**src/rtl/systolic_skew_feeder.sv**
```systemverilog
// Skews one LANES-wide row per handshake into a diagonal wavefront for a MAC array.
// Optional SKEW_REVERSE_EN adds cfg_reverse, which mirrors the skew for output de-skew.
module systolic_skew_feeder #(
    parameter int DATA_WIDTH = 8,
    parameter int LANES      = 4
) (
    input  logic                        clock,
    input  logic                        reset,
`ifdef SKEW_REVERSE_EN
    input  logic                        cfg_reverse,
`endif
    input  logic [DATA_WIDTH*LANES-1:0] in_data,
    input  logic                        in_valid,
    input  logic                        in_last,
    output logic                        in_ready,
    output logic [DATA_WIDTH*LANES-1:0] out_data,
    output logic [LANES-1:0]            out_lane_valid,
    output logic                        out_valid,
    output logic                        out_last,
    input  logic                        out_ready
);
    localparam int CW = (LANES > 1) ? $clog2(LANES) : 1;
    localparam logic [CW-1:0] CNT_MAX = CW'((LANES > 1) ? LANES - 2 : 0);

    typedef enum logic [1:0] {IDLE, LOAD, FLUSH} state_t;

    state_t          state_q, state_d;
    logic [CW-1:0]   cnt_q, cnt_d;
    logic            adv, accept;
    logic [LANES-1:0] lane_v, lane_l, tail;

    assign adv      = out_ready || !out_valid;
    assign in_ready = adv && (state_q != FLUSH) && !reset;
    assign accept   = in_valid && in_ready;

`ifdef SKEW_REVERSE_EN
    logic rev_q;

    // Latch the skew direction on the opening row of each frame
    always_ff @(posedge clock or posedge reset) begin
        if (reset)
            rev_q <= 1'b0;
        else if (accept && state_q == IDLE)
            rev_q <= cfg_reverse;
    end
`endif

    for (genvar i = 0; i < LANES; i++) begin : g_lane
`ifdef SKEW_REVERSE_EN
        localparam int DEP = LANES;
`else
        localparam int DEP = i + 1;
`endif
        logic [DATA_WIDTH-1:0] sd [DEP];
        logic [DEP-1:0]        sv;
        logic [DEP-1:0]        sl;
        logic [DATA_WIDTH-1:0] td;

        // Shift this lane's chain one stage per advance; bubbles load zeros
        always_ff @(posedge clock or posedge reset) begin
            if (reset) begin
                for (int j = 0; j < DEP; j++)
                    sd[j] <= '0;
                sv <= '0;
                sl <= '0;
            end else if (adv) begin
                sd[0] <= accept ? in_data[i*DATA_WIDTH +: DATA_WIDTH] : '0;
                sv[0] <= accept;
                sl[0] <= accept && in_last;
                for (int j = 1; j < DEP; j++) begin
                    sd[j] <= sd[j-1];
                    sv[j] <= sv[j-1];
                    sl[j] <= sl[j-1];
                end
            end
        end

`ifdef SKEW_REVERSE_EN
        logic [CW-1:0] tap;
        assign tap       = rev_q ? CW'(LANES - 1 - i) : CW'(i);
        assign td        = sd[tap];
        assign lane_v[i] = sv[tap];
        assign lane_l[i] = sl[tap];
        assign tail[i]   = rev_q ? (i == 0) : (i == LANES - 1);
`else
        assign td        = sd[i];
        assign lane_v[i] = sv[i];
        assign lane_l[i] = sl[i];
        assign tail[i]   = (i == LANES - 1);
`endif
        assign out_data[i*DATA_WIDTH +: DATA_WIDTH] = lane_v[i] ? td : '0;
        assign out_lane_valid[i] = lane_v[i];
    end

    assign out_valid = |lane_v;
    assign out_last  = |(lane_v & lane_l & tail);

    // Frame state and flush counter registers
    always_ff @(posedge clock or posedge reset) begin
        if (reset) begin
            state_q <= IDLE;
            cnt_q   <= '0;
        end else begin
            state_q <= state_d;
            cnt_q   <= cnt_d;
        end
    end

    // Frame sequencing: load rows, then drain with LANES-1 bubble advances
    always_comb begin
        state_d = state_q;
        cnt_d   = cnt_q;
        unique case (state_q)
            IDLE, LOAD: begin
                if (accept && in_last)
                    state_d = (LANES > 1) ? FLUSH : IDLE;
                else if (accept)
                    state_d = LOAD;
            end
            FLUSH: begin
                if (adv) begin
                    if (cnt_q == CNT_MAX) begin
                        state_d = IDLE;
                        cnt_d   = '0;
                    end else begin
                        cnt_d = cnt_q + 1'b1;
                    end
                end
            end
            default: begin
                state_d = IDLE;
                cnt_d   = '0;
            end
        endcase
    end
endmodule

```
**config.mk**
```make
export PLATFORM = sky130hd
export DESIGN_NAME = systolic_skew_feeder
export DESIGN_NICKNAME = d
export VERILOG_FILES = /design/src/rtl/systolic_skew_feeder.sv
export SDC_FILE = /design/constraint.sdc
export NUM_CORES = 1
export LEC_CHECK = 0
export ABC_AREA = 0
export CORE_ASPECT_RATIO = 0.6
export CORE_MARGIN = 2
export CORE_UTILIZATION = 47
export CTS_BUF_LIST = sky130_fd_sc_hd__clkbuf_4 sky130_fd_sc_hd__clkbuf_8 sky130_fd_sc_hd__clkbuf_16
export DETAILED_ROUTE_END_ITERATION = 8
export GPL_TIMING_DRIVEN = 0
export PLACE_DENSITY = 0.85
export SLEW_MARGIN = 10
export SYNTH_ARGS = -nofsm -noshare
export SYNTH_HDL_FRONTEND = slang
export SYNTH_SLANG_ARGS = --single-unit
```
**constraint.sdc**
```tcl
create_clock -name clock -period 2.8 [get_ports clock]
set_input_delay 0.42 -clock clock [delete_from_list [all_inputs] [get_ports clock]]
set_output_delay 0.42 -clock clock [all_outputs]
set_load 0.01 [all_outputs]
```
==> summary.md <==
| Metric | Value |
|---|---|
| Status | complete, no violations |
| Final setup fails | 0 |
| CTS tree | yes |
| Worst Hold Path Cells | 1 |
| Fin. Hold Viols | 0 |
| Total power | 4.384 mW |
| Worst-case clock buffer depth | 2 |
| CTS Buf Count | 9 |
| Synth warn | 0 |
| Met2 usage | 0.3193 |
| Post-route DRC | 0 |
| I/O pins | 76 |
| Starting Density | 0.4778 |
| Minimum clock period | 2682 ps |
| H-tree levels | 3 |
| All-layer global routing usage | 0.2002 |
| Worst vdd ir | 0.3702 mV |
| Post-synth top area share | 0.5741 |
| RSZ-0062 raised after global routing | no |
| Grt total ovfl | 0 |
| Sequential element share of the synthesized area | 0.5741 |
| Slew HR | 0.5066 |
| Final antenna-violating net count | 0 |
| Startpoint types | flop |
| CTS sink cnt | 92 |
| Max-cap violations | 0 |
| GRT Max-Usage Layer | met2 |
| Main synth FF type | dfrtp_1 |
| Root Buffer Master | clkbuf_16 |
| Met1 GRT Util | 0.2641 |
| Num rows | 26 |
| Req. time, crit path | 2380 ps |
| Vias/cell | 5.186 |
| WS Path Type | reg2out |
| Clock-pin slew on the worst setup and hold paths | 70 ps |
| Core ar. | 8393 sq um |
| Diodes inserted | 0 |
| Share of layout cells above drive strength 1 | 0.3222 |
| Synth cell types | 27 |
| Final cycle utilization of the critical path | 0.9578 |
| Number of port buffers | 74 |
| First-pass iteration count of the detailed router | 4 |
| DR WL/cell | 17.11 um |
| Cell count after synthesis | 296 |
| R2R depth | 5 |
| Area Growth Syn to Fin | 30.33% |
| Synth top area cells | dfrtp_1 (57%), mux2_2 (15%), a31o_2 (7.2%) |
| Die area | 9312 sq um |
| Clock skew | 9.366 ps |
| Most frequent cells in the layout | dfrtp_1 (92), clkdlybuf4s50_1 (74), mux2_2 (53) |
| Cts repair resizes | 0 |
| Area share of fa/ha/maj cells after synthesis | 0 |
| Slew @ Worst Pin | 738.5 ps |
| Fin util | 0.6227 |
| Routability cong. | 0.8184 |
| Avg Cell Area, Syn | 13.55 sq um |
| Worst endpoint data arrival time | 2260 ps |
| Cell taking the most area after synthesis | dfrtp_1 |
| PwrDens | 838.9 nW/um^2 |
| Vias | 2593 |
| Total Wirelength | 8553 um |
| Area share of and/or/nand/nor cells after synthesis | 0.1385 |
| Largest family of logic cells by synthesized area | multiplexers |
| Synth Area in XOR/XNOR | 0 |
| Mux contribution to synthesized area | 0.1544 |
| DR iter-0 viols | 127 |
| Number of setup buffers added after CTS | 0 |
| Die H | 75.55 um |
| Post-DP HPWL | 6195 um |
| Cts hold-fix bufs | 0 |
| Asr flop ratio synth | 1.000 |
| CP max FO | 10 |
| Mapped Area | 4010 sq um |
| Slew Limit Fails | 0 |
| Nets | 420 |
| P_leak | 2.366 nW |
| Clk Latency, worst-skew pair | 350 ps |
| Syn nets | 333 |
| Yosys reg bits | 92 |
| Fmax | 372.9 MHz |
| Die span in x | 123.3 um |
| Setup crit end kind | output pin |
| Filler instances | 656 |
| Largest net degree at the start of global routing | 39 |
| Most common cell after layout, fill and taps aside | dfrtp_1 |
| First-pass GRT wire length | 13590 um |
| Initial antenna violation count | 0 |
| Met3 usage | 0.07485 |
| Post-synth EDFFs | 0 |
| Vias in the first global route | 2694 |
| Hold WC Path Type | reg2reg |
| Synth Area in Compound Gates | 0.08612 |
-- worst paths after layout --
kind                            startpoint          endpoint  slack (ps)
max                        g_lane[1].sv[0]          in_ready         120
min                        g_lane[2].td[0]   g_lane[2].td[0]         480
max reg2reg                g_lane[1].sv[0]  g_lane[2].sd[15]        1000
min reg2reg                g_lane[2].td[0]   g_lane[2].td[0]         480
max in group asynchronous            reset   g_lane[3].td[5]        1570
min in group asynchronous            reset  g_lane[2].sd[14]         620
-- synthesized netlist by cell type (2+ instances only) --
library cell	count
dfrtp_1	92
mux2_2	53
a31o_2	33
and2_1	33
nor3b_1	33
buf_4	9
clkbuf_1	9
buf_6	5
inv_1	4
buf_2	3
nor2b_1	3
a22o_1	2
mux2_1	2
nor4b_1	2
-- layer usage --
layer	vias to the layer above	part of all wire	wire length (um)
met5	-	0	0
met2	61	0.45	3881
met3	11	0.060	510
li1	1236	-	-
met4	0	0.0083	71
met1	1285	0.48	4090
-- through the flow --
step / instance area (sq um) / hold WS, ps / TNS [ps] / cells / setup slack (ps)
3_3_place_gp: 4895 / 460.8 / -1618 / 482 / -945.9
4_1_cts: 5221 / 481.7 / 0 / 500 / 95.58
5_1_grt: 5226 / 502.2 / 0 / 500 / 21.75
2_1_floorplan: 4014 / 449.7 / 0 / 296 / 215.1
6_report: 5226 / 478.2 / 0 / 500 / 118.2
3_5_place_dp: 4942 / 466.8 / 0 / 484 / 225.0
-- worst max-delay path, cell delays in order (launching register included) --
cell and delay (ps):
dfrtp_1 420, nor4_4 410, nor2_4 130, buf_6 180, nor3_1 210, clkdlybuf4s50_1 570
-- cell families (layout without fill, tap and decap cells) --
kind of cell    Yosys count  count (layout)
mux                      55              55
flops                    92              92
buf+inv                  30             122
simple gates             79              79
compound gates           40              40
-- registers in the layout (all words and copies together), names as in the netlist --
signal	cells
g_lane.sd	56
g_lane.td	24
g_lane.sl	4
g_lane.sv	4
cnt_q	2
state_q	2
-- where the power goes --
part	internal, mW	switching [mW]	total [mW]
logic	0.737	0.613	1.35
registers	1.68	0.218	1.90
clock network	0.617	0.518	1.13
-- layout make-up --
type | instances | area (sq um) | area share
Multi-Input combinational cell | 174 | 1525 | 0.2918
Timing Repair Buffer | 76 | 788.3 | 0.1508
Clock inverter | 6 | 46.29 | 0.008858
Inverter | 4 | 18.77 | 0.003591
Clock buffer | 10 | 232.7 | 0.04453
Tap cell | 112 | 140.1 | 0.02681
Sequential cell | 92 | 2302 | 0.4405
Buffer | 26 | 172.7 | 0.03304
Note: power is estimated with default switching activity, not from simulation.
